`config.mk`:
```
export PLATFORM = sky130hd
export DESIGN_NAME = nv_fifo_ctrl_256x8
export DESIGN_NICKNAME = d
export VERILOG_FILES = /design/src/rtl/nv_fifo_pkg.sv /design/src/rtl/nv_fifo_ctrl_256x8.sv
export SDC_FILE = /design/constraint.sdc
export NUM_CORES = 1
export LEC_CHECK = 0
export ABC_AREA = 1
export CORE_MARGIN = 10
export CORE_UTILIZATION = 50
export DETAILED_ROUTE_END_ITERATION = 10
export PLACE_DENSITY = 0.93
export SKIP_LAST_GASP = 1
export SYNTH_ARGS = -nofsm -noshare
export SYNTH_HDL_FRONTEND = slang
export SYNTH_SLANG_ARGS = --single-unit
```
`constraint.sdc`:
```
create_clock -name nvdla_core_clk -period 5.55 [get_ports nvdla_core_clk]
set_input_delay 1.11 -clock nvdla_core_clk [delete_from_list [all_inputs] [get_ports nvdla_core_clk]]
set_output_delay 1.11 -clock nvdla_core_clk [all_outputs]
set_load 0.05 [all_outputs]
```
`src/rtl/nv_fifo_pkg.sv`:
```
// nv_fifo_pkg
// Shared sizing for the 256x8 FIFO controller and its RAM.
//   DEPTH : number of FIFO entries (equals RAM depth)
//   AW    : RAM address width, log2(DEPTH)
//   DW    : payload width (equals RAM width)
//   CW    : occupancy counter width, AW+1 so that a full FIFO (DEPTH) is representable
//   ptr_t : RAM pointer type (wraps naturally mod DEPTH)
//   cnt_t : occupancy / unissued counter type
package nv_fifo_pkg;

  localparam int DEPTH = 256;
  localparam int AW    = 8;
  localparam int DW    = 8;
  localparam int CW    = AW + 1;

  typedef logic [AW-1:0] ptr_t;
  typedef logic [CW-1:0] cnt_t;

  localparam cnt_t DEPTH_CNT = cnt_t'(DEPTH);

endpackage : nv_fifo_pkg

```
`src/rtl/nv_fifo_ctrl_256x8.sv`:
```
// nv_fifo_ctrl_256x8
// Synchronous FIFO controller (256 x 8b) driving an external two-port RAM.
//   nvdla_core_clk / nvdla_core_rst : clock, synchronous active-high reset
//   wr_pvld / wr_prdy / wr_pd        : producer valid/ready handshake and payload
//   rd_pvld / rd_prdy / rd_pd        : consumer valid/ready handshake and payload
//   ram_we / ram_wa / ram_di         : RAM write port (one write per push)
//   ram_re / ram_ra                  : RAM read port (one read issue per entry)
//   ram_dout                         : RAM data for the address captured at the last ram_re
//   fifo_count                       : entries written and not yet popped
//   fifo_idle                        : no entries held and no read data pending
// Two counters track the queue: occ (written, not yet popped) gates the write
// side, unissued (written, not yet sent to the RAM read port) gates issue.
module nv_fifo_ctrl_256x8
  import nv_fifo_pkg::*;
(
  input  logic          nvdla_core_clk,
  input  logic          nvdla_core_rst,
  input  logic          wr_pvld,
  output logic          wr_prdy,
  input  logic [DW-1:0] wr_pd,
  output logic          rd_pvld,
  input  logic          rd_prdy,
  output logic [DW-1:0] rd_pd,
  output logic          ram_we,
  output logic [AW-1:0] ram_wa,
  output logic [DW-1:0] ram_di,
  output logic          ram_re,
  output logic [AW-1:0] ram_ra,
  input  logic [DW-1:0] ram_dout,
  output logic [CW-1:0] fifo_count,
  output logic          fifo_idle
);

  ptr_t wr_ptr_q, wr_ptr_d;
  ptr_t rd_ptr_q, rd_ptr_d;
  cnt_t occ_q, occ_d;
  cnt_t unissued_q, unissued_d;
  logic rd_pvld_q, rd_pvld_d;

  logic push;
  logic issue;
  logic pop;

  // Handshake decode. wr_prdy depends on registered occupancy only, so a pop
  // on a full FIFO frees the slot for the following cycle, not this one.
  // unissued is registered, so an entry pushed this cycle cannot be issued
  // until the next one: the RAM never sees re and we to the same address.
  assign wr_prdy = (occ_q != DEPTH_CNT);
  assign push    = wr_pvld && wr_prdy;
  assign pop     = rd_pvld_q && rd_prdy;
  assign issue   = (unissued_q != '0) && (!rd_pvld_q || rd_prdy);

  // State register
  always_ff @(posedge nvdla_core_clk) begin
    if (nvdla_core_rst) begin
      wr_ptr_q   <= '0;
      rd_ptr_q   <= '0;
      occ_q      <= '0;
      unissued_q <= '0;
      rd_pvld_q  <= 1'b0;
    end else begin
      wr_ptr_q   <= wr_ptr_d;
      rd_ptr_q   <= rd_ptr_d;
      occ_q      <= occ_d;
      unissued_q <= unissued_d;
      rd_pvld_q  <= rd_pvld_d;
    end
  end

  // Next-state logic
  always_comb begin
    wr_ptr_d   = wr_ptr_q;
    rd_ptr_d   = rd_ptr_q;
    occ_d      = occ_q + cnt_t'(push) - cnt_t'(pop);
    unissued_d = unissued_q + cnt_t'(push) - cnt_t'(issue);
    rd_pvld_d  = rd_pvld_q;

    if (push) begin
      wr_ptr_d = wr_ptr_q + ptr_t'(1);
    end
    if (issue) begin
      rd_ptr_d = rd_ptr_q + ptr_t'(1);
    end

    // Issue refills the output stage; a pop without issue empties it.
    if (issue) begin
      rd_pvld_d = 1'b1;
    end else if (pop) begin
      rd_pvld_d = 1'b0;
    end
  end

  // Outputs
  always_comb begin
    ram_we     = push;
    ram_wa     = wr_ptr_q;
    ram_di     = wr_pd;
    ram_re     = issue;
    ram_ra     = rd_ptr_q;
    rd_pvld    = rd_pvld_q;
    rd_pd      = ram_dout;
    fifo_count = occ_q;
    fifo_idle  = (occ_q == '0) && !rd_pvld_q;
  end

endmodule : nv_fifo_ctrl_256x8
```
; Word level (Yosys, flattened, before mapping)
; Cells that the tools add are included.
[totals]
ff_bits = 35
input_bits = 20
elab_cells = 23
[classes]
n_addsub = 6
eq_ne = 1
n_mux = 2
reduce_logical = 9
[ops]
columns = cell, n
row1 = 9-bit by 1-bit adder with 9-bit output, 2
row2 = 9-bit by 1-bit subtractor with 9-bit output, 2
row3 = 8-bit by 1-bit adder with 8-bit output (second input constant), 2
row4 = 9-bit logical NOT, 1
row5 = 9-bit != test (second input constant), 1
row6 = 9-bit nonzero test, 1
row7 = 1-bit logical AND, 4
row8 = 1-bit 2-to-1 mux, 2
row9 = 2-bit nonzero test, 1
row10 = 1-bit logical NOT, 1
row11 = 1-bit logical OR, 1

; Logic depth before layout (Yosys ltp)
[depth]
depth_word = 4
depth_mapped = 17
depth_no_buf = 17

; Worst setup path before layout
; OpenSTA, ideal clock, no wires.
[synth_timing]
kind = reg2out
from = register occ_q[7], in the netlist fifo_count[7]
to = output port fifo_idle
arrival_time_ps = 2046
setup_slack_ps = 2394
path_stages_with_launch = 7
path_buffers = 0
cell_sequence = dfxtp_1 -> inv_1 -> ha_1 -> nand2_1 -> nor2_4 -> nand2_1 -> nor3_1
[synth_between]
elab_chain_len = 2
[synth_lines]
columns = element, line_no
row1 = "start, declared", nv_fifo_ctrl_256x8.sv:36  ; cnt_t occ_q, occ_d;
row2 = "start signal, assigned", nv_fifo_ctrl_256x8.sv:58  ; occ_q <= '0;
row3 = "start signal, assigned", nv_fifo_ctrl_256x8.sv:64  ; occ_q <= occ_d;
row4 = 9-bit logical NOT, nv_fifo_ctrl_256x8.sv:103  ; fifo_idle = (occ_q == '0) && !rd_pvld_q;
row5 = 1-bit logical AND, nv_fifo_ctrl_256x8.sv:103
row6 = "end, declared", nv_fifo_ctrl_256x8.sv:31  ; output logic fifo_idle
; No other way between the ends.

; Worst setup path after layout
[layout_timing]
from = input port rd_prdy
to = output port ram_re
[layout_between]
elab_chain_len = 2
[layout_lines]
columns = element, line_no
row1 = "start, declared", nv_fifo_ctrl_256x8.sv:22  ; input logic rd_prdy,
row2 = 1-bit logical OR, nv_fifo_ctrl_256x8.sv:51  ; assign issue = (unissued_q != '0) && (!rd_pvld_q || rd_prdy);
row3 = 1-bit logical AND, nv_fifo_ctrl_256x8.sv:51
row4 = "end, declared", nv_fifo_ctrl_256x8.sv:27  ; output logic ram_re,
; No other way between the ends.

==> metrics.yaml <==
clock-sinks: 35
grt_usage_pct: 13.8
postLayoutCellArea_mm2: 0.00283
netlist.area_leader.share_pct: 28.4
path_cells: "clkdlybuf4s50_1 > inv_1 > nand2_1 > nand2_4 > inv_2 > clkdlybuf4s50_1"
viasPerCell: 5.04
synth-edff-count: 0
synth.most_common_cell: "nand2_1"
path_clk_slew_ns: 0.07
netlist_instances: 359
yosys.area.top_type: "dfxtp_1"
hold_viol: 0
gp_congestion: 0.868
antenna_found_initial: 0
vias: 2251
final-max-slew-violation-count: 0
ys.flop_type: "dfxtp_1"
grt_pass1_wl_um: 9620
syn_to_final_growth_pct: 14.5
drive_gt1_share_pct: 7.89
grt_max_degree: 21
worst_slew_pin_slew_ns: 0.740
synth_seq_area_share_pct: 28.4
leakage_uw: 0.00132
die_height_um: 90.3
synth_common_cells: "nand2_1 (81), inv_1 (63), dfxtp_1 (35), nor2_1 (35), ha_1 (26)"
post_cts_buffers: 0
clock_latency_ns: 0.29
ys_types: 28
slowest_delay_ns: 0.82
grt_pass1_vias: 2211
avgSynthCellArea_um2: 6.88
rows: 25
cpMaxStageDelayCell: "clkdlybuf4s50_1"
start_util_pct: 52.0
grt_overflow_total: 0
yosysWarnings: 0
clockRootBuffer: "clkbuf_8"
hp-class: "flip-flop to flip-flop"
async_flop_share_pct: 0
skew_ns: 0.00351
placed_cell_area_mm2: 0.00275
timing.max_slew.rel_slack_pct: 50.5
wirelength_um: 5570
finalCritPeriodShare_pct: 71.8
die_x_um: 90.3
hold_buffers: 0
final_core_util_pct: 59.5
post_drt_wl_per_cell_um: 12.5
status: "complete, no violations"
max-cap-violations: 0
crit_fanout: 9
power.total_uw: 1610
dp.final_hpwl_um: 4310
io_buffers: 33
ir_drop_mv: 0.219
worstPathRequired_ns: 4.44
htree_levels: 2
rsz0062_at_grt: "no"
synth_area_mm2: 0.00247
initialDrtViolationCount: 81
dr.pass1.iters: 5
cts_made_buffers: 5
cp-end-kind: "output port"
nets: 427
worstPathArrival_ns: 2.88
finalSetupViolations: 0
setup.worst_path.start_class: "input pin"
cpMostUsedCell: "clkdlybuf4s50_1"
clock_path_buffers: 2
ys_top_cells_by_area: "dfxtp_1 (28%), ha_1 (13%), nand2_1 (12%), inv_1 (9.6%), nor2_1 (5.3%)"
ios: 66
antenna_left: 0
syn_nets: 407
cts-resized-gates: 0
drc_errors: 0
cts_tree: "built"
fin_tns_setup_ns: 0
timing.fmax_ghz: 0.251
dieArea_mm2: 0.00815
core-area_mm2: 0.00475
finalCriticalPeriod_ns: 3.99
nFillCells: 408
criticalPathCategory: "input pin to output port"
antenna_cells: 0
powerDensity_mw_per_mm2: 568
ys_ff_latch: 35
## stage by stage
stage                     std cells  hold WS [ns]  worst slack [ns]
after floorplan                 359         0.587              2.39
after detailed placement        439         0.499              1.58
after CTS                       447         0.512              1.56
final                           447         0.514              1.56
after global placement          439         0.492              1.61
after global routing            447         0.551              1.49
## registers in the layout, summed over array words and instances (netlist names)
signal,cells
ram_ra,8
rd_pvld,1
unissued_q,9
ram_wa,8
fifo_count,9
## cells by family (layout without fill, tap and decap cells)
| group | count (synthesis) | count (layout) | synth area share [%] |
|---|---|---|---|
| buf+inv | 87 | 108 | 15.8 |
| simple gates | 161 | 161 | 29.3 |
| xor+xnor | 8 | 8 | 2.84 |
| fa+ha+maj | 28 | 28 | 14.8 |
| flops | 35 | 35 | 28.4 |
| compound gates | 40 | 40 | 8.91 |
## final cells by class
cell class / instances / area [µm²] / share of cell area [%]
Clock inverter: 2 / 12.5 / 0.442
Sequential cell: 35 / 701 / 24.8
Multi-Input combinational cell: 237 / 1380 / 48.7
Inverter: 67 / 251 / 8.89
Clock buffer: 6 / 72.6 / 2.56
Tap cell: 67 / 83.8 / 2.96
Timing Repair Buffer: 33 / 330 / 11.7
## metal layers
metal  routed length, µm  GRT usage (%)
met2                3020           26.7
met4                  98           5.04
met3                 394           4.99
met5                   0              0
met1                2050           12.9
## power breakdown
group	total, µW	switching, µW	internal (µW)
logic	1040	678	361
clock network	183	95.5	87.7
registers	386	62.8	323
## worst paths after layout
path	start	endpoint	slack, ns	cells past startpoint
setup / recovery	rd_prdy	ram_re	1.56	6
setup reg to reg	unissued_q[5]	unissued_q[8]	2.91	17
hold / removal	ram_ra[7]	ram_ra[7]	0.51	2
hold reg to reg	ram_ra[7]	ram_ra[7]	0.51	2
## critical path, delay by kind of cell
kind / cells / cell delay [ns]
buffers and inverters: 4 / 1.48
and+or+nand+nor: 2 / 0.27
## layout by cell type (no fill, tap or decap)
cell              n
nand3b_1          3
nor2_4            1
xor2_1            6
nand3_1          21
nor3_2            1
ha_1             26
nand2_1          81
nor2_1           35
o21ai_1           3
nand3_4           1
nor2_2            6
dfxtp_1          35
inv_1            63
xnor2_1           2
nand3_2           2
nor3_1            3
a21oi_1          25
fa_1              2
clkinv_2          1
clkinvlp_4        1
clkdlybuf4s50_1  33
clkbuf_8          5
or2_1             1
nand2_2           3
nand2_4           1
o21bai_1          2
inv_2             4
clkbuf_1          1
nand4_1           2
o21ai_0           6
a21oi_2           4
Note: power is estimated with default switching activity, not from simulation.
